### src/rtl/vga_pkg.sv
// vga_pkg: 640x480@60 timing constants and framebuffer geometry shared by the scanout blocks
package vga_pkg;
  localparam int H_ACTIVE = 640;
  localparam int H_FP = 16;
  localparam int H_SYNC = 96;
  localparam int H_BP = 48;
  localparam int V_ACTIVE = 480;
  localparam int V_FP = 10;
  localparam int V_SYNC = 2;
  localparam int V_BP = 33;
  localparam int H_TOTAL = H_ACTIVE + H_FP + H_SYNC + H_BP;
  localparam int V_TOTAL = V_ACTIVE + V_FP + V_SYNC + V_BP;
  localparam int FB_PIXELS = H_ACTIVE * V_ACTIVE;
  localparam int ADDR_W = 19;
endpackage

### src/rtl/vga_timing.sv
// vga_timing: pixEn-gated raster counters; outputs active, in-sync flags (hs/vs, active high), frame_start and frame_wrap
module vga_timing
  import vga_pkg::*;
#(
  parameter int H_ACTIVE = vga_pkg::H_ACTIVE,
  parameter int H_FP = vga_pkg::H_FP,
  parameter int H_SYNC = vga_pkg::H_SYNC,
  parameter int H_BP = vga_pkg::H_BP,
  parameter int V_ACTIVE = vga_pkg::V_ACTIVE,
  parameter int V_FP = vga_pkg::V_FP,
  parameter int V_SYNC = vga_pkg::V_SYNC,
  parameter int V_BP = vga_pkg::V_BP
) (
  input  logic clk,
  input  logic rst_n,
  input  logic pixEn,
  output logic active,
  output logic hs,
  output logic vs,
  output logic frame_start,
  output logic frame_wrap
);
  localparam int HT = H_ACTIVE + H_FP + H_SYNC + H_BP;
  localparam int VT = V_ACTIVE + V_FP + V_SYNC + V_BP;
  logic [9:0] hcnt, vcnt;
  logic h_end, v_end;
  assign h_end = hcnt == 10'(HT - 1);
  assign v_end = vcnt == 10'(VT - 1);
  always_ff @(posedge clk or negedge rst_n)
    if (!rst_n) begin
      hcnt <= '0;
      vcnt <= '0;
    end else if (pixEn) begin
      hcnt <= h_end ? '0 : hcnt + 10'd1;
      if (h_end) vcnt <= v_end ? '0 : vcnt + 10'd1;
    end
  assign active = hcnt < 10'(H_ACTIVE) && vcnt < 10'(V_ACTIVE);
  assign hs = hcnt >= 10'(H_ACTIVE + H_FP) && hcnt < 10'(H_ACTIVE + H_FP + H_SYNC);
  assign vs = vcnt >= 10'(V_ACTIVE + V_FP) && vcnt < 10'(V_ACTIVE + V_FP + V_SYNC);
  assign frame_start = pixEn && hcnt == '0 && vcnt == 10'(V_ACTIVE);
  assign frame_wrap = h_end && v_end;
endmodule

### src/rtl/vga_scanout.sv
// vga_scanout: framebuffer scanout; pipelined reads (rdEn/rdAddr/rdData), clear-behind-beam (clrWe/clrAddr), buffer swap (bufSel/swapReq/swapAck), VGA out
module vga_scanout
  import vga_pkg::*;
#(
  parameter int H_ACTIVE = vga_pkg::H_ACTIVE,
  parameter int H_FP = vga_pkg::H_FP,
  parameter int H_SYNC = vga_pkg::H_SYNC,
  parameter int H_BP = vga_pkg::H_BP,
  parameter int V_ACTIVE = vga_pkg::V_ACTIVE,
  parameter int V_FP = vga_pkg::V_FP,
  parameter int V_SYNC = vga_pkg::V_SYNC,
  parameter int V_BP = vga_pkg::V_BP,
  parameter int RD_LATENCY = 2,
  parameter bit CLEAR_EN = 1'b1
) (
  input  logic              clk,
  input  logic              rst_n,
  input  logic              pixEn,
  output logic              rdEn,
  output logic [ADDR_W-1:0] rdAddr,
  input  logic [3:0]        rdData,
  output logic              clrWe,
  output logic [ADDR_W-1:0] clrAddr,
  output logic              bufSel,
  input  logic              swapReq,
  output logic              swapAck,
  output logic [3:0]        vgaColor,
  output logic              hsync,
  output logic              vsync,
  output logic              blank,
  output logic              frameStart
);
  localparam int L = RD_LATENCY;
  logic active, hs, vs, frame_wrap, swap_pend, take;
  logic [ADDR_W-1:0] addr;
  logic [L-1:0] act_d, hs_d, vs_d;
  logic [L*ADDR_W-1:0] addr_d;
  vga_timing #(
    .H_ACTIVE(H_ACTIVE), .H_FP(H_FP), .H_SYNC(H_SYNC), .H_BP(H_BP),
    .V_ACTIVE(V_ACTIVE), .V_FP(V_FP), .V_SYNC(V_SYNC), .V_BP(V_BP)
  ) u_timing (
    .clk(clk), .rst_n(rst_n), .pixEn(pixEn), .active(active), .hs(hs), .vs(vs),
    .frame_start(frameStart), .frame_wrap(frame_wrap)
  );
  // counters sit at (0,0) during reset, which decodes as active; rst_n keeps the strobe quiet
  assign rdEn = pixEn & active & rst_n;
  assign rdAddr = addr;
  assign take = frameStart & swap_pend;
  assign swapAck = take;
  // the write lands on the tick its read data returns, so it never overtakes a pending read
  assign clrWe = CLEAR_EN && pixEn && act_d[L-1];
  assign clrAddr = addr_d[L*ADDR_W-1 -: ADDR_W];
  always_ff @(posedge clk or negedge rst_n)
    if (!rst_n) begin
      addr <= '0;
      act_d <= '0;
      hs_d <= '0;
      vs_d <= '0;
      addr_d <= '0;
      vgaColor <= '0;
      hsync <= 1'b1;
      vsync <= 1'b1;
      blank <= 1'b1;
      bufSel <= 1'b0;
      swap_pend <= 1'b0;
    end else if (pixEn) begin
      addr <= frame_wrap ? '0 : addr + ADDR_W'(active);
      act_d <= L'({act_d, active});
      hs_d <= L'({hs_d, hs});
      vs_d <= L'({vs_d, vs});
      addr_d <= (L*ADDR_W)'({addr_d, addr});
      vgaColor <= act_d[L-1] ? rdData : 4'h0;
      blank <= ~act_d[L-1];
      hsync <= ~hs_d[L-1];
      vsync <= ~vs_d[L-1];
      bufSel <= bufSel ^ take;
      swap_pend <= take ? 1'b0 : swap_pend | swapReq;
    end
endmodule

### config.mk
export PLATFORM = sky130hd
export DESIGN_NAME = vga_scanout
export DESIGN_NICKNAME = d
export VERILOG_FILES = /design/src/rtl/vga_pkg.sv /design/src/rtl/vga_timing.sv /design/src/rtl/vga_scanout.sv
export SDC_FILE = /design/constraint.sdc
export NUM_CORES = 1
export LEC_CHECK = 0
export BUFFER_PORTS_ARGS = -buffer_cell sky130_fd_sc_hd__buf_4
export CAP_MARGIN = 20
export CELL_PAD_IN_SITES_DETAIL_PLACEMENT = 1
export CELL_PAD_IN_SITES_GLOBAL_PLACEMENT = 1
export CORE_ASPECT_RATIO = 1.4
export CORE_UTILIZATION = 45
export DETAILED_ROUTE_END_ITERATION = 6
export PLACE_DENSITY = 0.78
export RECOVER_POWER = 25
export SLEW_MARGIN = 10
export SYNTH_ARGS = -nofsm -noshare
export SYNTH_HDL_FRONTEND = slang
export SYNTH_SLANG_ARGS = --single-unit
export TNS_END_PERCENT = 20
### constraint.sdc
create_clock -name clk -period 3 [get_ports clk]
set_input_delay 0.6 -clock clk [delete_from_list [all_inputs] [get_ports clk]]
set_output_delay 0.6 -clock clk [all_outputs]
set_load 0.005 [all_outputs]
## Yosys cells after proc, flatten, opt, wreduce, memory -nomap -nowiden

Index checks and enable logic that the tools add are counted.

- Register bits after elaboration: 92
- Bits of input ports: 8
- Output and inout bits: 50
- Logic and storage cells: 47

- Add/subtract/negate cells: 3
- $lt $le $gt $ge: 6
- Equal/unequal tests: 3
- Multiplexer cells: 5
- Bitwise gates (word level): 8
- Reduce and logical (&&, ||, !) cells: 9

Operators by type and width:

| kind | number |
|---|---|
| $add 10x1->10 const B | 2 |
| $eq 10x10->1 const B | 2 |
| $lt 10x10->1 const B | 2 |
| $lt 10x9->1 const B | 2 |
| $mux 10 | 2 |
| $add 19x1->19 | 1 |
| $mux 19 | 1 |
| $eq 10x9->1 const B | 1 |
| $ge 10x10->1 const B | 1 |
| $ge 10x9->1 const B | 1 |
| $logic_not 10->1 | 1 |
| $logic_and 1x1->1 | 7 |
| $mux 4 | 1 |
| $and 1x1->1 | 3 |
| $not 1->1 | 3 |
| $reduce_and 2->1 | 1 |
| $mux 1 | 1 |
| $or 1x1->1 | 1 |
| $xor 1x1->1 | 1 |

## Logic depth before layout (Yosys ltp)

- Depth in word-level cells: 5
- Gate-level depth with buffers: 10
- Gate-level depth less buffers: 9

## Cells and area by module

From an unflattened synthesis, not the netlist that was laid out.

- Cells, all modules: 371
- Area total of the unflattened synthesis: 4332.9 sq um

By module, submodules not included:

| module | instances | cells an instance | area each (sq um) | seq. area each (sq um) |
|---|---|---|---|---|
| vga_scanout | 1 | 254 | 3149.3 | 1805.5 |
| vga_timing | 1 | 117 | 1183.6 | 500.5 |

## Least setup slack after synthesis

No wires, ideal clock.

- Path kind: reg2reg
- Start: reg u_timing.vcnt[5]
- End: reg addr[18] (netlist: rdAddr[18])
- Arrival: 2.080 ns
- Slack: 0.843 ns
- Stages on the path, launching flop included: 9
- Cell sequence: dfrtp_1 > and4_2 > nor2_1 > ha_1 > ha_1 > nand4_1 > nor4_1 > or3b_2 > a21oi_1

- Cells in the longest elaborated chain, start to end: 4
- Elaborated cells on any way between the ends: 6
- Classes of those cells: add/sub (1); order compare (1); eq/ne (1); mux (1); reduce/logical (2)

RTL lines:

| element | RTL line | source |
|---|---|---|
| start, declared | vga_timing.sv:25 | `logic [9:0] hcnt, vcnt;` |
| start signal, assigned | vga_timing.sv:35 | `if (h_end) vcnt <= v_end ? '0 : vcnt + 10'd1;` |
| $lt 10x9->1 | vga_timing.sv:37 | `assign active = hcnt < 10'(H_ACTIVE) && vcnt < 10'(V_ACTIVE);` |
| $logic_and 1x1->1 | vga_timing.sv:37 |  |
| via active | vga_scanout.sv:34 | `logic active, hs, vs, frame_wrap, swap_pend, take;` |
| $add 19x1->19 | vga_scanout.sv:67 | `addr <= frame_wrap ? '0 : addr + ADDR_W'(active);` |
| $mux 19 | vga_scanout.sv:67 |  |
| end signal, assigned | vga_scanout.sv:67 |  |
| end, declared | vga_scanout.sv:35 | `logic [ADDR_W-1:0] addr;` |

The timed path passes the listed nets, and every way through them passes these cells.
A chain may end at the register's enable or synchronous reset.

## Worst setup path after layout

- Start: reg u_timing.vcnt[0]
- End: out swapAck

- Cells in the longest elaborated chain, start to end: 3

RTL lines:

| element | RTL line | source |
|---|---|---|
| $eq 10x9->1 | vga_timing.sv:40 | `assign frame_start = pixEn && hcnt == '0 && vcnt == 10'(V_ACTIVE);` |
| $logic_and 1x1->1 | vga_timing.sv:40 |  |
| $and 1x1->1 | vga_scanout.sv:48 | `assign take = frameStart & swap_pend;` |
| end, declared | vga_scanout.sv:26 | `output logic swapAck,` |

Every way passes these cells.

==> flow_summary.toml <==
[die]
die_area_sq_um = 9673
die-width_microns = 83.41
io-pin-count = 58
start_util = 0.4624
rows = 41
core_area_sq_um = 9029
die_h_microns = 116.0

[worst_setup_path]
crit_slowest_cell = "dfrtp_1"
cp.required_ns = 2.40
cp-start-kind = "flip-flop"
cp_max_fo = 4
cp-end-kind = "output port"
cp_num_buf_inv = 2
crit_family = "simple AND/OR/NAND/NOR gates"
cp_cell_sequence = "inv_1, ha_1, nor4bb_1, nand3_1, nor3_1, buf_4"
worst_path_largest_cell_delay_ns = 0.42
path_class = "reg2out"
cp.arrival_ns = 2.10

[clock_tree]
ctsHoldBuffers = 0
cts_resized = 0
post-cts-setup-buffer-count = 0
clk_path_buf_depth = 2
clk_pin_slew_ns = 0.06
insertion_delay_ns = 0.34
cts.sink_count = 92
numCtsBuffers = 9
tritoncts = "built"
htree_levels = 3
clockRootBuffer = "clkbuf_16"

[global_route]
antenna_found_initial = 0
grt-busiest-layer = "met2"
gr-usage-met1 = 0.2403
grt_util_met2 = 0.3776
grt_max_degree = 49
grt_pass1_wl_microns = 15720
grt_pass1_vias = 3063
gr-usage-all-layers = 0.2087
grt-ovfl-total = 0
use_met3 = 0.03419

[route]
vias_per_cell = 5.632
drc = 0
post_drt_wl_per_cell_microns = 18.16
drt_first_pass_iters = 4
antenna_left = 0
vias = 2895
finalWirelength_microns = 9336
drtIter0Drc = 151

[sta]
fin_setup_tns_ns = 0
tightest_slew_ns = 1.124
hold_violations = 0
fin_ws_ns = 0.2973
period_share = 0.9009
worst_clock_skew_ns = 0.005759
fin_crit_ns = 2.703
setup_violations = 0
rsz0062_at_grt = "false"
fin_hold_ws_ns = 0.4486
drv_slew = 0
max_freq_ghz = 0.3700
max_slew_margin = 0.2505

[min_path]
hp-class = "reg2reg"

[logic_synthesis]
synth_compound_area_frac = 0.04735
yosys.area_share.xor_xnor = 0.05034
synthAdderAreaFrac = 0.01798
synth_simple_gate_area_frac = 0.1504
syn-num-nets = 376
synth-seq-cells = 92
yosys.cell_types.count = 42
synth_area_sq_um = 4175
synth_edf_count = 0
ys_seq_area_frac = 0.5523
synthCells = 362
async_flop_share = 1.000
postSynthAreaPerCell_sq_um = 11.53
synth_mux_area_frac = 0.1181
synth_top_family_by_area = "simple AND/OR/NAND/NOR gates"
ys.flop_type = "dfrtp_1"
ys_warn_count = 0

[pwr]
ir_drop_mv = 0.3453
power_leakage_nw = 2.354
power_density_nw_per_um2 = 624.8

[placement]
dp_cells = 498
portBuffers = 57
hpwl_microns = 6644
gp_congestion = 0.8212
post-place-ws_ns = 0.6376
placed_cell_area_sq_um = 4562

[cells_and_area]
area_growth_pct = 15.79
final_cell_count_no_fill = 514
drive_gt1_frac = 0.3096
finish.instance_area_sq_um = 4835
n_antenna_cell = 0
fin_nets = 416

[run]
maxCapViolations = 0

[run_status]
status = "finished clean"
-- cell type report --
type,count,area [sq um]
Timing Repair Buffer,62,456.7
Inverter,14,52.55
Fill cell,963,4194
Tap cell,107,133.9
Clock inverter,3,21.27
Clock buffer,13,260.3
Multi-Input combinational cell,223,1604
Sequential cell,92,2306
-- path summary, 6_finish.rpt --
path                                        from          endpoint  slack [ns]  cells past startpoint
worst max-delay path            u_timing.vcnt[0]           swapAck        0.30                      6
worst min register to register           hs_d[1]             hsync        0.45                      1
worst min-delay path                     hs_d[1]             hsync        0.45                      1
max in group asynchronous                  rst_n  u_timing.hcnt[6]        1.08                      3
worst max register to register  u_timing.vcnt[5]        rdAddr[18]        0.63                      8
min in group asynchronous                  rst_n         addr_d[9]        0.70                      2
-- cells in the mapped netlist (3+ instances only) --
library cell / count / area (sq um)
and3_1: 5 / 31.28
nor3_1: 4 / 20.02
o2bb2ai_1: 3 / 26.28
inv_1: 14 / 52.55
nand3_1: 17 / 85.08
nand4_1: 14 / 87.58
clkbuf_1: 9 / 33.78
nor4_1: 5 / 31.28
mux2_2: 42 / 473.0
a21oi_1: 10 / 50.05
dfstp_2: 3 / 78.83
or3_1: 8 / 50.05
and4_1: 3 / 26.28
nand2_1: 24 / 90.09
ha_1: 6 / 75.07
o21ai_0: 16 / 80.08
xnor2_1: 11 / 96.34
dfrtp_1: 89 / 2227
xor2_1: 13 / 113.9
nor2_1: 21 / 78.83
buf_4: 19 / 142.6
-- placed cells by master, fill, tap and decap left out, drive strengths merged, types with 2 or more instances in the layout --
master and n:
a21oi 10, and2 2, and3 6, and4 4
buf 56, clkbuf 19, clkinv 2, dfrtp 89
dfstp 3, ha 6, inv 14, mux2 42
mux2i 2, nand2 24, nand3 17, nand4 14
nor2 21, nor3 4, nor4 6, o21ai 16
o2bb2ai 3, o31ai 2, or3 8, or4 2
xnor2 11, xor2 13
-- per-layer routing --
metal / up-vias / share of wire
met1: 1480 / 0.41
met4: 0 / 0.030
met3: 19 / 0.034
met5: - / 0
met2: 75 / 0.53
li1: 1321 / -
-- flip-flops by register name (all words and copies together) (netlist names) --
register,cells
addr_d,38
rdAddr,19
u_timing.hcnt,10
u_timing.vcnt,10
vgaColor,4
act_d,2
hs_d,2
vs_d,2
blank,1
bufSel,1
hsync,1
swap_pend,1
vsync,1
-- through the flow --
step | utilization | power (W)
after CTS | 0.5364 | 0.003049
after global placement | 0.5053 | 0.001959
after global routing | 0.5355 | 0.003164
after detailed placement | 0.5053 | 0.001985
after floorplan | - | 0.001784
final | 0.5355 | 0.003021
-- report_power, final --
part / switching [W] / total [W] / internal [W]
Combinational: 0.000191 / 0.000412 / 0.000221
Sequential: 0.000158 / 0.00154 / 0.00138
Clock: 0.000464 / 0.00107 / 0.000608
Total: 0.000813 / 0.00302 / 0.00221
-- cell families after synthesis --
logic type	after synthesis
fa+ha+maj	6
compound gates	34
buf+inv	47
xor+xnor	24
mux	44
flops	92
simple gates	115
-- worst reg2reg max path, cell delays in order (launching register included) --
cell,delay [ns]
dfrtp_1,0.44
and4_2,0.28
nor2_1,0.18
ha_1,0.19
ha_1,0.18
nand4_1,0.10
nor4_1,0.30
or3b_2,0.47
a21oi_1,0.15
Power figures use the tool's default switching activity.
